**src/rtl/clock_speed_ctrl_if.sv**
```systemverilog
// -----------------------------------------------------------------------------
// clock_speed_ctrl_if
//   Groups the configuration, address-decode and clock-switch handshake
//   signals of clock_speed_ctrl.
//
//   Signals:
//     enable_hs_ip   - turbo enable; 0 forces LS operation
//     valid_ip       - address valid this cycle, qualifies need_ls_ip
//     need_ls_ip     - access this cycle targets LS-only space
//     selected_hs_ip - switch feedback, HS clock path enabled
//     selected_ls_ip - switch feedback, LS clock path enabled
//     select_hs_op   - registered select request to the clock switch
//     state_op       - FSM state (LS_RUN=00 HS_REQ=01 HS_RUN=10 LS_REQ=11)
//     switching_op   - 1 while a switch request is outstanding
//     timeout_err_op - sticky switch-timeout flag
//
//   Modports:
//     master - the side that drives decode/feedback (system or bench)
//     slave  - the sequencer itself
// -----------------------------------------------------------------------------
interface clock_speed_ctrl_if;
   logic       enable_hs_ip;
   logic       valid_ip;
   logic       need_ls_ip;
   logic       selected_hs_ip;
   logic       selected_ls_ip;
   logic       select_hs_op;
   logic [1:0] state_op;
   logic       switching_op;
   logic       timeout_err_op;

   modport master (
      output enable_hs_ip, valid_ip, need_ls_ip, selected_hs_ip, selected_ls_ip,
      input  select_hs_op, state_op, switching_op, timeout_err_op
   );

   modport slave (
      input  enable_hs_ip, valid_ip, need_ls_ip, selected_hs_ip, selected_ls_ip,
      output select_hs_op, state_op, switching_op, timeout_err_op
   );
endinterface

```
**src/rtl/clock_speed_ctrl.sv**
```systemverilog
// -----------------------------------------------------------------------------
// clock_speed_ctrl
//   Sequencer driving the select input of the HS/LS glitch-free clock switch.
//   Each CPU cycle it decides whether the next cycle may run from the
//   high-speed clock or must drop to the low-speed (host bus) clock, waits for
//   the switch to acknowledge, enforces a minimum LS dwell time and flags
//   switches that never complete.
//
//   Ports:
//     ck_ip    - switched CPU clock; all state changes on its falling edge
//     reset_ip - asynchronous active-high reset
//     bus      - clock_speed_ctrl_if.slave (decode, feedback and status)
//
//   Parameters:
//     DWELL_LS / DWELL_W - minimum LS_RUN cycles before an HS request
//     TIMEOUT  / TO_W    - cycles allowed in a request state before timeout
// -----------------------------------------------------------------------------
module clock_speed_ctrl #(
   parameter int DWELL_LS = 4,
   parameter int DWELL_W  = 4,
   parameter int TIMEOUT  = 15,
   parameter int TO_W     = 4
) (
   input  logic               ck_ip,
   input  logic               reset_ip,
   clock_speed_ctrl_if.slave  bus
);

   typedef enum logic [1:0] {
      LS_RUN = 2'b00,
      HS_REQ = 2'b01,
      HS_RUN = 2'b10,
      LS_REQ = 2'b11
   } state_t;

   localparam logic [DWELL_W-1:0] DWELL_MAX = DWELL_W'(DWELL_LS);
   localparam logic [TO_W-1:0]    TO_MAX    = TO_W'(TIMEOUT);

   state_t             state_reg, state_next;
   logic [DWELL_W-1:0] dwell_reg, dwell_next;
   logic [TO_W-1:0]    to_reg, to_next;
   logic [TO_W-1:0]    to_inc;
   logic               to_hit;
   logic               err_reg, err_next;
   logic               select_hs_reg, select_hs_next;
   logic               switching_reg, switching_next;

   logic ls_need, hs_ok, hs_fb, ls_fb;

   assign ls_need = bus.valid_ip & bus.need_ls_ip;
   assign hs_ok   = bus.enable_hs_ip & ~ls_need;
   // Both feedback bits high is illegal and therefore never counts as arrival.
   assign hs_fb   = bus.selected_hs_ip & ~bus.selected_ls_ip;
   assign ls_fb   = bus.selected_ls_ip & ~bus.selected_hs_ip;

   // Saturating increment; "reaching" TIMEOUT is judged on the value this
   // edge would store, so the flag rises on the TIMEOUT-th cycle in a request.
   assign to_inc = (to_reg == TO_MAX) ? to_reg : to_reg + 1'b1;
   assign to_hit = (to_inc == TO_MAX);

   always_comb begin
      state_next = state_reg;
      dwell_next = dwell_reg;
      to_next    = to_reg;
      err_next   = err_reg;

      case (state_reg)
         LS_RUN: begin
            if (dwell_reg != DWELL_MAX) begin
               dwell_next = dwell_reg + 1'b1;
            end else if (hs_ok) begin
               state_next = HS_REQ;
               to_next    = '0;
            end
         end
         HS_REQ: begin
            to_next = to_inc;
            // Abort beats HS arrival in the same cycle.
            if (!hs_ok) begin
               state_next = LS_REQ;
               to_next    = '0;
            end else if (hs_fb) begin
               state_next = HS_RUN;
            end else if (to_hit) begin
               err_next   = 1'b1;
               state_next = LS_REQ;
               to_next    = '0;
            end
         end
         HS_RUN: begin
            if (!hs_ok) begin
               state_next = LS_REQ;
               to_next    = '0;
            end
         end
         LS_REQ: begin
            to_next = to_inc;
            if (ls_fb) begin
               state_next = LS_RUN;
               dwell_next = '0;
               to_next    = '0;
            end else if (to_hit) begin
               // No fallback exists below LS: flag and keep waiting.
               err_next = 1'b1;
            end
         end
         default: begin
            state_next = LS_RUN;
            dwell_next = '0;
            to_next    = '0;
         end
      endcase

      // Outputs are registered from the next state so the switch select has
      // no combinational path from any input.
      select_hs_next = (state_next == HS_REQ) || (state_next == HS_RUN);
      switching_next = (state_next == HS_REQ) || (state_next == LS_REQ);
   end

   // Falling edge: the select changes only at the start of the low phase.
   always_ff @(negedge ck_ip or posedge reset_ip) begin
      if (reset_ip) begin
         state_reg     <= LS_RUN;
         dwell_reg     <= '0;
         to_reg        <= '0;
         err_reg       <= 1'b0;
         select_hs_reg <= 1'b0;
         switching_reg <= 1'b0;
      end else begin
         state_reg     <= state_next;
         dwell_reg     <= dwell_next;
         to_reg        <= to_next;
         err_reg       <= err_next;
         select_hs_reg <= select_hs_next;
         switching_reg <= switching_next;
      end
   end

   assign bus.select_hs_op   = select_hs_reg;
   assign bus.state_op       = state_reg;
   assign bus.switching_op   = switching_reg;
   assign bus.timeout_err_op = err_reg;

endmodule

```
**src/flat_wrapper.sv**
```systemverilog
// flat-port wrapper written by rule: the top's interface ports become plain ports
module clock_speed_ctrl_flat 
#(
   parameter int DWELL_LS = 4,
   parameter int DWELL_W  = 4,
   parameter int TIMEOUT  = 15,
   parameter int TO_W     = 4
)
  (ck_ip, reset_ip, bus_enable_hs_ip, bus_valid_ip, bus_need_ls_ip, bus_selected_hs_ip, bus_selected_ls_ip, bus_select_hs_op, bus_state_op, bus_switching_op, bus_timeout_err_op);
  clock_speed_ctrl_if bus_i ();
  input  logic ck_ip;
  input  logic reset_ip;
  input wire logic [$bits(bus_i.enable_hs_ip)-1:0] bus_enable_hs_ip;
  input wire logic [$bits(bus_i.valid_ip)-1:0] bus_valid_ip;
  input wire logic [$bits(bus_i.need_ls_ip)-1:0] bus_need_ls_ip;
  input wire logic [$bits(bus_i.selected_hs_ip)-1:0] bus_selected_hs_ip;
  input wire logic [$bits(bus_i.selected_ls_ip)-1:0] bus_selected_ls_ip;
  output wire logic [$bits(bus_i.select_hs_op)-1:0] bus_select_hs_op;
  output wire logic [$bits(bus_i.state_op)-1:0] bus_state_op;
  output wire logic [$bits(bus_i.switching_op)-1:0] bus_switching_op;
  output wire logic [$bits(bus_i.timeout_err_op)-1:0] bus_timeout_err_op;
  assign bus_i.enable_hs_ip = bus_enable_hs_ip;
  assign bus_i.valid_ip = bus_valid_ip;
  assign bus_i.need_ls_ip = bus_need_ls_ip;
  assign bus_i.selected_hs_ip = bus_selected_hs_ip;
  assign bus_i.selected_ls_ip = bus_selected_ls_ip;
  assign bus_select_hs_op = bus_i.select_hs_op;
  assign bus_state_op = bus_i.state_op;
  assign bus_switching_op = bus_i.switching_op;
  assign bus_timeout_err_op = bus_i.timeout_err_op;
  clock_speed_ctrl #(.DWELL_LS(DWELL_LS), .DWELL_W(DWELL_W), .TIMEOUT(TIMEOUT), .TO_W(TO_W)) u_core (.ck_ip(ck_ip), .reset_ip(reset_ip), .bus(bus_i));
endmodule
```
**config.mk**
```make
export PLATFORM = sky130hd
export DESIGN_NAME = clock_speed_ctrl_flat
export DESIGN_NICKNAME = d
export VERILOG_FILES = /design/src/rtl/clock_speed_ctrl_if.sv /design/src/rtl/clock_speed_ctrl.sv /design/src/flat_wrapper.sv
export SDC_FILE = /design/constraint.sdc
export NUM_CORES = 1
export LEC_CHECK = 0
export CAP_MARGIN = 20
export CORE_ASPECT_RATIO = 1.4
export CORE_MARGIN = 1
export CORE_UTILIZATION = 50
export CTS_CLUSTER_SIZE = 12
export DETAILED_ROUTE_END_ITERATION = 8
export GPL_ROUTABILITY_DRIVEN = 0
export PLACE_DENSITY = 0.84
export REMOVE_ABC_BUFFERS = 1
export SLEW_MARGIN = 40
export SYNTH_ARGS = -nofsm -noshare
export SYNTH_HDL_FRONTEND = slang
export SYNTH_SLANG_ARGS = --single-unit
```
**constraint.sdc**
```tcl
create_clock -name ck_ip -period 2.7 [get_ports ck_ip]
set_clock_uncertainty 0.1 [all_clocks]
set_input_delay 0.54 -clock ck_ip [delete_from_list [all_inputs] [get_ports ck_ip]]
set_output_delay 0.54 -clock ck_ip [all_outputs]
set_load 0.1 [all_outputs]
```
==> impl_metrics.ini <==
[cts]
ctsHoldBuffers = 0
path_clk_slew_ns = 0.06
clockRootBuffer = clkbuf_4
cts_buffers = 3
cts.sinks = 13
h-tree-depth = 1
clkLatencyLatePin_ns = 0.27
cts_tree = built
clk_path_buf_depth = 2

[setup_path]
r2r-start = u_core.bus.state_op[1]
worstSetupPathDepth = 8
cp.arrival_ns = 1.71
critPathRequiredTime_ns = 1.37
slowest_stage = o221ai_2
worstSetupPathType = input port to flip-flop
crit_start = bus_selected_hs_ip
cp_num_buf_inv = 2
path_cells = buf_8 > nand2b_4 > a31oi_1 > a21oi_1 > o221ai_2 > inv_2 > ha_4 > o21bai_4
ff2ff_path_depth = 11
slowest_delay_ns = 0.24
path_delay_family = compound AO/OA/AOI/OAI gates
end_kind = flip-flop
cp-start-kind = input port
path_max_fanout = 5

[power]
power_mw = 1.92
leakage_nw = 0.700
max-vdd-ir-drop_mv = 1.18
p_per_area_mw_per_mm2 = 1330

[min_path]
hold-path-cell-count = 1
hold_path_class = flip-flop to flip-flop
hp-start = u_core.bus.timeout_err_op

[floorplan]
core-area_mm2 = 0.00178
num_rows = 18
initial_utilization_pct = 54.1
io_pins = 12
dieArea_mm2 = 0.00211
die_width_um = 39.1
die_h_um = 53.9

[logic_synthesis]
yosysTopAreaCell = dfrtn_1
ys_dominant_reg_cell = dfrtn_1
ys_ff_latch = 13
synth_cells = 100
yosys_warnings = 0
syn-cell-area_um2 = 963
synth_area_leaders = dfrtn_1, ha_1, inv_1, a21oi_1, a41oi_4
yosysSeqAreaShare_pct = 33.8
netlist.area_leader.share_pct = 33.8
syn_avg_cell_area_um2 = 9.63
yosysUniqueCellTypes = 43
synthArstFlopShare_pct = 100
synth-edff-count = 0

[placement]
io_buffer_count = 11
place_area_mm2 = 0.00123
post-place-ws_ns = -1.03
dp_cells = 141
dp_hpwl_mm = 1.67

[grt]
first_global_vias = 894
grt_pass1_wl_mm = 3.79
antenna_found_initial = 0
grt_use_total_pct = 26.1
grt_max_degree = 14
overflow = 0

[timing]
rsz0062_at_grt = yes
worst_pin_slew_ns = 0.438
setup_slack_ns = -0.345
setup_viol = 13
slew_viol_final = 0
slew_headroom_pct = 70.8
hold_viol = 0

[outcome]
violations = setup timing
status = complete, but fails checks

[detailed_routing]
routed_via_density = 6.05
routed_wl_mm = 2.63
vias = 926
drt-pass1-iter-count = 4
drc = 0
drt-initial-drc-count = 15
wl_per_cell_um = 17.2
antenna_left = 0

[finish]
finalNonFillerCells = 153
num-nets-final = 150
mostFrequentLayoutCells = dfrtn_1, buf_4, buf_6, inv_1, ha_1
syn_to_final_growth_pct = 49.7
diodes = 0
fin_area_mm2 = 0.00144
drive_gt1_share_pct = 45.1
layout_commonest_cell = dfrtn_1

[run]
maxCapViolations = 0
[power by group]
group	switching, mW	internal [mW]
Sequential	0.0698	0.274
Combinational	0.774	0.680
Clock	0.0601	0.0571
[layer usage]
layer | share of wire [%] | GRT usage [%]
met5 | 0 | 0
met4 | 3.4 | 9.77
met3 | 5.9 | 4.96
met2 | 54 | 48.9
met1 | 37 | 27.7
[path summary, 6_finish.rpt]
| path | end | slack, ns |
|---|---|---|
| hold reg to reg | u_core.bus.timeout_err_op | 0.37 |
| setup / recovery | u_core.bus.switching_op | -0.34 |
| setup reg to reg | u_core.bus.switching_op | 0.17 |
| max in group asynchronous | u_core.bus.state_op[1] | 0.62 |
| hold / removal | u_core.bus.timeout_err_op | 0.37 |
| min in group asynchronous | u_core.to_reg[1] | 1.69 |
[cell families (layout without fill, tap and decap cells)]
family | Yosys count | count (layout) | share of synthesized area (%)
buffers and inverters | 13 | 46 | 5.19
AO/OA/AOI/OAI | 32 | 32 | 28.2
flip-flops | 13 | 13 | 33.8
adder cells (fa/ha/maj) | 9 | 9 | 11.7
multiplexers | 2 | 2 | 2.08
AND/OR/NAND/NOR | 31 | 31 | 19.1
[repair_timing]
action | 4_1_cts | 5_1_grt
setup endpoints to repair | 18 | 14
setup buffers | 8 | 3
pin swaps | 16 | 7
gates cloned | 0 | 0
gates resized for setup | 52 | 5
[worst reg2reg max path, cell delays in order, from the launching register on]
cell      delay (ns)
dfrtn_1         0.37
buf_4           0.14
buf_4           0.12
buf_4           0.14
ha_1            0.33
o21a_1          0.24
o22a_1          0.17
a211o_1         0.26
o221ai_2        0.08
inv_2           0.09
ha_4            0.17
o21bai_4        0.16
[cell usage after synthesis (2+ instances only)]
master and instances:
a21o_1 2, a21oi_1 8, and3_2 2, dfrtn_1 13, ha_1 9, inv_1 11, mux2i_1 2, nand2_1 7
nand2b_1 3, nand3b_1 2, nand4_1 2, nor2_1 6, o21ai_1 3
[cell type report]
type | instances | area, um2
Tap cell | 20 | 25.0
Fill cell | 94 | 337
Clock buffer | 4 | 26.3
Multi-Input combinational cell | 74 | 678
Sequential cell | 13 | 325
Inverter | 12 | 45.0
Timing Repair Buffer | 30 | 343
[through the flow]
| step | setup TNS (ns) | hold WS (ns) | utilization (%) |
|---|---|---|---|
| after floorplan | -4.44 | 0.349 | - |
| after global placement | -9.96 | 0.365 | 68.9 |
| after detailed placement | -10.40 | 0.369 | 68.9 |
| after CTS | -2.43 | 0.370 | 79.4 |
| after global routing | -2.97 | 0.393 | 81.1 |
| final | -2.61 | 0.366 | 81.1 |
Power figures use the tool's default switching activity.
